File: config.mk
export PLATFORM = sky130hd
export DESIGN_NAME = tile_ram_arbiter_flat
export DESIGN_NICKNAME = d
export VERILOG_FILES = /design/src/rtl/tile_ram_arbiter_if.sv /design/src/rtl/tile_ram_arbiter.sv /design/src/flat_wrapper.sv
export SDC_FILE = /design/constraint.sdc
export NUM_CORES = 1
export LEC_CHECK = 0
export BUFFER_PORTS_ARGS = -buffer_cell sky130_fd_sc_hd__buf_2
export CAP_MARGIN = 20
export CORE_UTILIZATION = 48
export CTS_BUF_LIST = sky130_fd_sc_hd__clkbuf_16
export DETAILED_ROUTE_END_ITERATION = 10
export PLACE_DENSITY = 0.74
export RECOVER_POWER = 25
export SLEW_MARGIN = 40
export SYNTH_ARGS = -nofsm -noshare
export SYNTH_HDL_FRONTEND = slang
export SYNTH_SLANG_ARGS = --single-unit
File: constraint.sdc
create_clock -name clk -period 2.6 [get_ports clk]
set_clock_uncertainty 0.1 [all_clocks]
set_input_delay 0.13 -clock clk [delete_from_list [all_inputs] [get_ports clk]]
set_output_delay 0.13 -clock clk [all_outputs]
set_load 0.02 [all_outputs]
File: src/rtl/tile_ram_arbiter_if.sv
// rtl/tile_ram_arbiter_if.sv - bus bundle between the tile RAM arbiter, its clients and the tile RAM
//
// Groups the three client ports and the RAM command/response port.
//   video  : vid_req/vid_addr in, vid_data/vid_valid out
//   game   : gm_req/gm_we/gm_addr/gm_wdata in, gm_gnt/gm_rdata/gm_rvalid out
//   clear  : clr_start in, clr_busy/clr_done out; err_starve out
//   ram    : ram_addr/ram_we/ram_wdata out (registered), ram_rdata in (1-cycle latency)
// slave  = arbiter view, master = environment (clients + RAM) view.
interface tile_ram_arbiter_if #(
  parameter int ADDR_W = 13,
  parameter int DATA_W = 4
);
  logic              vid_req;
  logic [ADDR_W-1:0] vid_addr;
  logic [DATA_W-1:0] vid_data;
  logic              vid_valid;
  logic              gm_req;
  logic              gm_we;
  logic [ADDR_W-1:0] gm_addr;
  logic [DATA_W-1:0] gm_wdata;
  logic              gm_gnt;
  logic [DATA_W-1:0] gm_rdata;
  logic              gm_rvalid;
  logic              clr_start;
  logic              clr_busy;
  logic              clr_done;
  logic              err_starve;
  logic [ADDR_W-1:0] ram_addr;
  logic              ram_we;
  logic [DATA_W-1:0] ram_wdata;
  logic [DATA_W-1:0] ram_rdata;

  modport slave (
    input  vid_req, vid_addr, gm_req, gm_we, gm_addr, gm_wdata, clr_start, ram_rdata,
    output vid_data, vid_valid, gm_gnt, gm_rdata, gm_rvalid, clr_busy, clr_done,
           err_starve, ram_addr, ram_we, ram_wdata
  );

  modport master (
    output vid_req, vid_addr, gm_req, gm_we, gm_addr, gm_wdata, clr_start, ram_rdata,
    input  vid_data, vid_valid, gm_gnt, gm_rdata, gm_rvalid, clr_busy, clr_done,
           err_starve, ram_addr, ram_we, ram_wdata
  );
endinterface

File: src/rtl/tile_ram_arbiter.sv
// rtl/tile_ram_arbiter.sv - shares one single-port tile RAM between video, bulk clear and game logic
//
// Priority per cycle: video read > clear write > game access. One RAM command per cycle.
// Ports:
//   clk    system clock
//   reset  asynchronous active-low reset
//   bus    tile_ram_arbiter_if.slave (video, game, clear, status and RAM signals)
// Read timing: request accepted in cycle t, ram_* driven in t+1, ram_rdata in t+2,
// vid_valid/gm_rvalid with data in t+3. Game writes reach the RAM in t+1 with no response.
module tile_ram_arbiter #(
  parameter int                ADDR_W       = 13,
  parameter int                DATA_W       = 4,
  parameter int                DEPTH        = 4800,
  parameter logic [DATA_W-1:0] CLR_DATA     = DATA_W'(1),
  parameter int                STARVE_LIMIT = 32
) (
  input logic               clk,
  input logic               reset,
  tile_ram_arbiter_if.slave bus
);

  localparam logic [ADDR_W-1:0] CLR_LAST   = ADDR_W'(DEPTH - 1);
  localparam int                WAIT_W     = $clog2(STARVE_LIMIT + 2);
  localparam logic [WAIT_W-1:0] WAIT_MAX   = '1;
  localparam logic [WAIT_W-1:0] WAIT_LIMIT = WAIT_W'(STARVE_LIMIT);

  typedef enum logic [1:0] {IDLE, CLEAR, DONE} state_t;

  state_t            state;
  logic [ADDR_W-1:0] clr_addr;
  // Read tags: bit 0 = video, bit 1 = game. tag_cmd travels with the RAM
  // command, tag_dat lines up with ram_rdata one cycle later.
  logic [1:0]        tag_cmd;
  logic [1:0]        tag_dat;
  logic [WAIT_W-1:0] wait_cnt;

  logic [ADDR_W-1:0] ram_addr_q;
  logic              ram_we_q;
  logic [DATA_W-1:0] ram_wdata_q;
  logic [DATA_W-1:0] vid_data_q;
  logic              vid_valid_q;
  logic [DATA_W-1:0] gm_rdata_q;
  logic              gm_rvalid_q;
  logic              err_starve_q;
  logic              clr_busy;
  logic              gm_gnt;

  assign clr_busy = (state == CLEAR);
  // Gated by reset so the grant reads 0 while the block is held in reset.
  assign gm_gnt   = reset & bus.gm_req & ~bus.vid_req & ~clr_busy;

  assign bus.gm_gnt     = gm_gnt;
  assign bus.clr_busy   = clr_busy;
  assign bus.clr_done   = (state == DONE);
  assign bus.err_starve = err_starve_q;
  assign bus.ram_addr   = ram_addr_q;
  assign bus.ram_we     = ram_we_q;
  assign bus.ram_wdata  = ram_wdata_q;
  assign bus.vid_data   = vid_data_q;
  assign bus.vid_valid  = vid_valid_q;
  assign bus.gm_rdata   = gm_rdata_q;
  assign bus.gm_rvalid  = gm_rvalid_q;

  always_ff @(posedge clk or negedge reset) begin
    if (!reset) begin
      state        <= IDLE;
      clr_addr     <= '0;
      tag_cmd      <= 2'b00;
      tag_dat      <= 2'b00;
      wait_cnt     <= '0;
      ram_addr_q   <= '0;
      ram_we_q     <= 1'b0;
      ram_wdata_q  <= '0;
      vid_data_q   <= '0;
      vid_valid_q  <= 1'b0;
      gm_rdata_q   <= '0;
      gm_rvalid_q  <= 1'b0;
      err_starve_q <= 1'b0;
    end else begin
      // Command issue: exactly one source owns the RAM this cycle.
      tag_cmd  <= 2'b00;
      ram_we_q <= 1'b0;
      if (bus.vid_req) begin
        ram_addr_q <= bus.vid_addr;
        tag_cmd    <= 2'b01;
      end else if (state == CLEAR) begin
        ram_addr_q  <= clr_addr;
        ram_we_q    <= 1'b1;
        ram_wdata_q <= CLR_DATA;
      end else if (bus.gm_req) begin
        ram_addr_q  <= bus.gm_addr;
        ram_we_q    <= bus.gm_we;
        ram_wdata_q <= bus.gm_wdata;
        tag_cmd     <= {~bus.gm_we, 1'b0};
      end

      // Clear sequencer: the counter only advances on cycles it actually wrote.
      case (state)
        IDLE: begin
          if (bus.clr_start) begin
            state    <= CLEAR;
            clr_addr <= '0;
          end
        end
        CLEAR: begin
          if (!bus.vid_req) begin
            if (clr_addr == CLR_LAST) begin
              state    <= DONE;
              clr_addr <= '0;
            end else begin
              clr_addr <= clr_addr + 1'b1;
            end
          end
        end
        DONE:    state <= IDLE;
        default: state <= IDLE;
      endcase

      // Response steering: the tag that rode with the command picks the port.
      tag_dat     <= tag_cmd;
      vid_valid_q <= tag_dat[0];
      gm_rvalid_q <= tag_dat[1];
      if (tag_dat[0]) vid_data_q <= bus.ram_rdata;
      if (tag_dat[1]) gm_rdata_q <= bus.ram_rdata;

      // Starvation watch: flag once the wait goes past STARVE_LIMIT cycles.
      if (bus.gm_req && !gm_gnt) begin
        if (wait_cnt != WAIT_MAX) wait_cnt <= wait_cnt + 1'b1;
        if (wait_cnt >= WAIT_LIMIT) err_starve_q <= 1'b1;
      end else begin
        wait_cnt <= '0;
      end
    end
  end

endmodule

File: src/flat_wrapper.sv
// flat-port wrapper written by rule: the top's interface ports become plain ports
module tile_ram_arbiter_flat 
#(
  parameter int                ADDR_W       = 13,
  parameter int                DATA_W       = 4,
  parameter int                DEPTH        = 4800,
  parameter logic [DATA_W-1:0] CLR_DATA     = DATA_W'(1),
  parameter int                STARVE_LIMIT = 32
)
  (clk, reset, bus_vid_req, bus_vid_addr, bus_gm_req, bus_gm_we, bus_gm_addr, bus_gm_wdata, bus_clr_start, bus_ram_rdata, bus_vid_data, bus_vid_valid, bus_gm_gnt, bus_gm_rdata, bus_gm_rvalid, bus_clr_busy, bus_clr_done, bus_err_starve, bus_ram_addr, bus_ram_we, bus_ram_wdata);
  tile_ram_arbiter_if #(.ADDR_W(ADDR_W), .DATA_W(DATA_W)) bus_i ();
  input logic clk;
  input logic reset;
  input wire logic [$bits(bus_i.vid_req)-1:0] bus_vid_req;
  input wire logic [$bits(bus_i.vid_addr)-1:0] bus_vid_addr;
  input wire logic [$bits(bus_i.gm_req)-1:0] bus_gm_req;
  input wire logic [$bits(bus_i.gm_we)-1:0] bus_gm_we;
  input wire logic [$bits(bus_i.gm_addr)-1:0] bus_gm_addr;
  input wire logic [$bits(bus_i.gm_wdata)-1:0] bus_gm_wdata;
  input wire logic [$bits(bus_i.clr_start)-1:0] bus_clr_start;
  input wire logic [$bits(bus_i.ram_rdata)-1:0] bus_ram_rdata;
  output wire logic [$bits(bus_i.vid_data)-1:0] bus_vid_data;
  output wire logic [$bits(bus_i.vid_valid)-1:0] bus_vid_valid;
  output wire logic [$bits(bus_i.gm_gnt)-1:0] bus_gm_gnt;
  output wire logic [$bits(bus_i.gm_rdata)-1:0] bus_gm_rdata;
  output wire logic [$bits(bus_i.gm_rvalid)-1:0] bus_gm_rvalid;
  output wire logic [$bits(bus_i.clr_busy)-1:0] bus_clr_busy;
  output wire logic [$bits(bus_i.clr_done)-1:0] bus_clr_done;
  output wire logic [$bits(bus_i.err_starve)-1:0] bus_err_starve;
  output wire logic [$bits(bus_i.ram_addr)-1:0] bus_ram_addr;
  output wire logic [$bits(bus_i.ram_we)-1:0] bus_ram_we;
  output wire logic [$bits(bus_i.ram_wdata)-1:0] bus_ram_wdata;
  assign bus_i.vid_req = bus_vid_req;
  assign bus_i.vid_addr = bus_vid_addr;
  assign bus_i.gm_req = bus_gm_req;
  assign bus_i.gm_we = bus_gm_we;
  assign bus_i.gm_addr = bus_gm_addr;
  assign bus_i.gm_wdata = bus_gm_wdata;
  assign bus_i.clr_start = bus_clr_start;
  assign bus_i.ram_rdata = bus_ram_rdata;
  assign bus_vid_data = bus_i.vid_data;
  assign bus_vid_valid = bus_i.vid_valid;
  assign bus_gm_gnt = bus_i.gm_gnt;
  assign bus_gm_rdata = bus_i.gm_rdata;
  assign bus_gm_rvalid = bus_i.gm_rvalid;
  assign bus_clr_busy = bus_i.clr_busy;
  assign bus_clr_done = bus_i.clr_done;
  assign bus_err_starve = bus_i.err_starve;
  assign bus_ram_addr = bus_i.ram_addr;
  assign bus_ram_we = bus_i.ram_we;
  assign bus_ram_wdata = bus_i.ram_wdata;
  tile_ram_arbiter #(.ADDR_W(ADDR_W), .DATA_W(DATA_W), .DEPTH(DEPTH), .CLR_DATA(CLR_DATA), .STARVE_LIMIT(STARVE_LIMIT)) u_core (.clk(clk), .reset(reset), .bus(bus_i));
endmodule
==> flow_summary.json <==
{
  "status": "complete, no violations",
  "drcViolationCount": 0,
  "htreeDepth": 2,
  "num_vias": 2166,
  "synth_top_cell_by_area": "dfrtp_1",
  "ys_seq_area_share_pct": 52.7,
  "grt_use_met3_pct": 3.61,
  "ir_drop_v": 0.000378,
  "synth_cells": 251,
  "start_util_pct": 49.9,
  "io_pins": 72,
  "cp_max_fo": 10,
  "setup-tns-final_ns": 0,
  "cap_violations": 0,
  "grt_overflow": 0,
  "crit_arrival_ns": 2.30,
  "grt_pass1_vias": 2037,
  "hpwlAfterDp_um": 3770,
  "grt_max_degree": 55,
  "clkTransAtPathRegs_ns": 0.07,
  "rows": 26,
  "yosys-top-cells-count": "dfrtp_1 (54), nor2_1 (33), nand2_1 (22), a21oi_1 (19), o21ai_0 (16)",
  "grt_use_met1_pct": 26.3,
  "syn_area_um2": 2570,
  "met2_usage_pct": 39.0,
  "finalPower_mw": 2.19,
  "ant_nets": 0,
  "drtPass1Iterations": 4,
  "wl_per_cell_um": 14.4,
  "drv_slew": 0,
  "netlist.area_leader.share_pct": 52.7,
  "yosysMostFrequentCell": "dfrtp_1",
  "nets": 383,
  "diodes": 0,
  "area_growth_pct": 29.7,
  "ys_warn_count": 0,
  "dieArea_um2": 5640,
  "leakagePower_nw": 1.51,
  "finalWeightedCongestion": 0.819,
  "drt_iter0_markers": 76,
  "tritoncts": "done",
  "totalWireLength_um": 5920,
  "min_path_type": "in2reg",
  "layout-drive-gt1-share_pct": 19.9,
  "die_h_um": 75.1,
  "cts_resized": 0,
  "numPortBuffers": 71,
  "synth-async-reset-ratio_pct": 100,
  "cts_root_buffer": "clkbuf_16",
  "clock_latency_ns": 0.29,
  "fill_cells": 445,
  "synth-seq-cells": 54,
  "synth_ff_type": "dfrtp_1",
  "yosysUniqueCellTypes": 36,
  "cp-end-kind": "register",
  "yosys-top-cells-area": "dfrtp_1 (53%), mux2i_1 (5.9%), nor2_1 (4.8%)",
  "timing.fmax_mhz": 448,
  "syn_avg_cell_area_um2": 10.2,
  "die_w_um": 75.1,
  "grt_usage_pct": 21.7,
  "grt_pass1_wl_um": 9220,
  "worstSetupStartpointType": "register",
  "crit_required_ns": 2.67,
  "clock_path_buffers": 2,
  "hold_viol_final": 0,
  "avgViaCountPerCell": 5.27,
  "cts_buffers": 5,
  "critical_path_class": "reg2reg",
  "min_period_ns": 2.23,
  "rsz0062_at_grt": "false",
  "setup_viol": 0,
  "antenna_found_initial": 0,
  "finalCritPeriodShare_pct": 85.9,
  "max_slew_margin_pct": 17.0,
  "syn_nets": 294,
  "max_slew.worst_pin.slew_ns": 1.24,
  "top_usage_layer": "met2",
  "power_density_nw_per_um2": 658,
  "synth-edff-count": 0,
  "coreArea_um2": 5140,
  "cts.sinks": 54
}
-- routing by layer --
metal / routed length [um] / vias up / share of wire [%]
met5: 0 / - / 0
met4: 38 / 0 / 0.64
met3: 285 / 6 / 4.8
met2: 3170 / 64 / 54
met1: 2420 / 1039 / 41
li1: - / 1057 / -
-- stage by stage --
step	area, um2	setup slack, ns	utilization (%)	std cells	hold slack [ns]
6_report	3330	0.367	64.8	411	0.0118
3_5_place_dp	2970	0.419	57.9	381	0.201
5_1_grt	3330	0.239	64.8	411	0.0567
4_1_cts	3360	0.390	65.3	411	0.00364
3_3_place_gp	2970	0.499	57.9	381	0.200
2_1_floorplan	2570	0.697	-	251	-0.266
-- state kept, by name (all words and copies together) (netlist names) --
signal,count
u_core.bus.ram_addr,13
u_core.clr_addr,13
u_core.wait_cnt,6
u_core.bus.gm_rdata,4
u_core.bus.ram_wdata,4
u_core.bus.vid_data,4
u_core.state,2
u_core.tag_cmd,2
u_core.tag_dat,2
u_core.bus.err_starve,1
u_core.bus.gm_rvalid,1
u_core.bus.ram_we,1
u_core.bus.vid_valid,1
-- worst paths after layout --
path	startpoint	end	slack (ns)	cells past startpoint
worst max-delay path	u_core.clr_addr[0]	u_core.clr_addr[7]	0.37	5
worst min-delay path	bus_clr_start	u_core.state[0]	0.01	3
worst max register to register	u_core.clr_addr[0]	u_core.clr_addr[7]	0.37	5
worst min register to register	u_core.tag_cmd[1]	u_core.tag_dat[1]	0.25	0
max in group asynchronous	reset	u_core.bus.gm_rdata[3]	1.53	3
min in group asynchronous	reset	u_core.wait_cnt[5]	0.43	3
-- layout by cell type (no fill, tap or decap), types with 2 or more instances in the layout --
cell / n
mux2i_1: 15
or4_1: 4
buf_4: 3
o21ai_0: 16
nor2b_1: 2
inv_1: 8
dlygate4sd3_1: 22
a22o_1: 4
clkbuf_1: 23
nor2_1: 33
dfrtp_1: 54
clkbuf_16: 5
nor3_1: 3
a211oi_1: 2
ha_1: 3
xnor2_1: 7
nand4_1: 2
nand3_1: 6
a2111oi_0: 2
o31ai_1: 3
or3b_1: 2
mux2_2: 8
nand2b_1: 7
a21o_1: 2
o21bai_1: 2
a21oi_1: 19
buf_2: 48
and3_1: 3
nand2_1: 22
-- cells by family after synthesis --
kind of cell               after synthesis  share of synthesized area, %
AOI/OAI and AO/OA                       55                          14.1
xor gates and xnor gates                 8                          2.73
adders and majority gates                3                          1.46
buffers and inverters                   20                          3.12
DFF                                     54                          52.7
muxes                                   23                          9.36
and+or+nand+nor                         88                          16.5
-- what timing repair did --
item	4_1_cts	5_1_grt
hold endpoints to repair	80	0
hold buffers	22	0
setup buffers	0	0
-- cell type report --
| cell class | count | area [um2] | area share [%] |
|---|---|---|---|
| Timing Repair Buffer | 96 | 569 | 17.1 |
| Clock buffer | 5 | 125 | 3.76 |
| Multi-Input combinational cell | 177 | 1130 | 34.1 |
| Sequential cell | 54 | 1350 | 40.6 |
| Tap cell | 70 | 87.6 | 2.63 |
| Inverter | 6 | 22.5 | 0.677 |
| Clock inverter | 3 | 37.5 | 1.13 |
-- power by group --
part / total [mW] / switching (mW) / internal (mW) / leakage [nW]
Clock: 0.726 / 0.279 / 0.447 / 0.0864
Sequential: 1.05 / 0.110 / 0.938 / 0.681
Combinational: 0.416 / 0.232 / 0.184 / 0.747
-- critical path, stage by stage, from the launching register on --
cell and delay, ns:
dfrtp_1 0.41, ha_1 0.32, nand2_1 0.17, or4_1 0.67, a21oi_4 0.34, nor2_1 0.09
(Power assumes the default switching activity.)
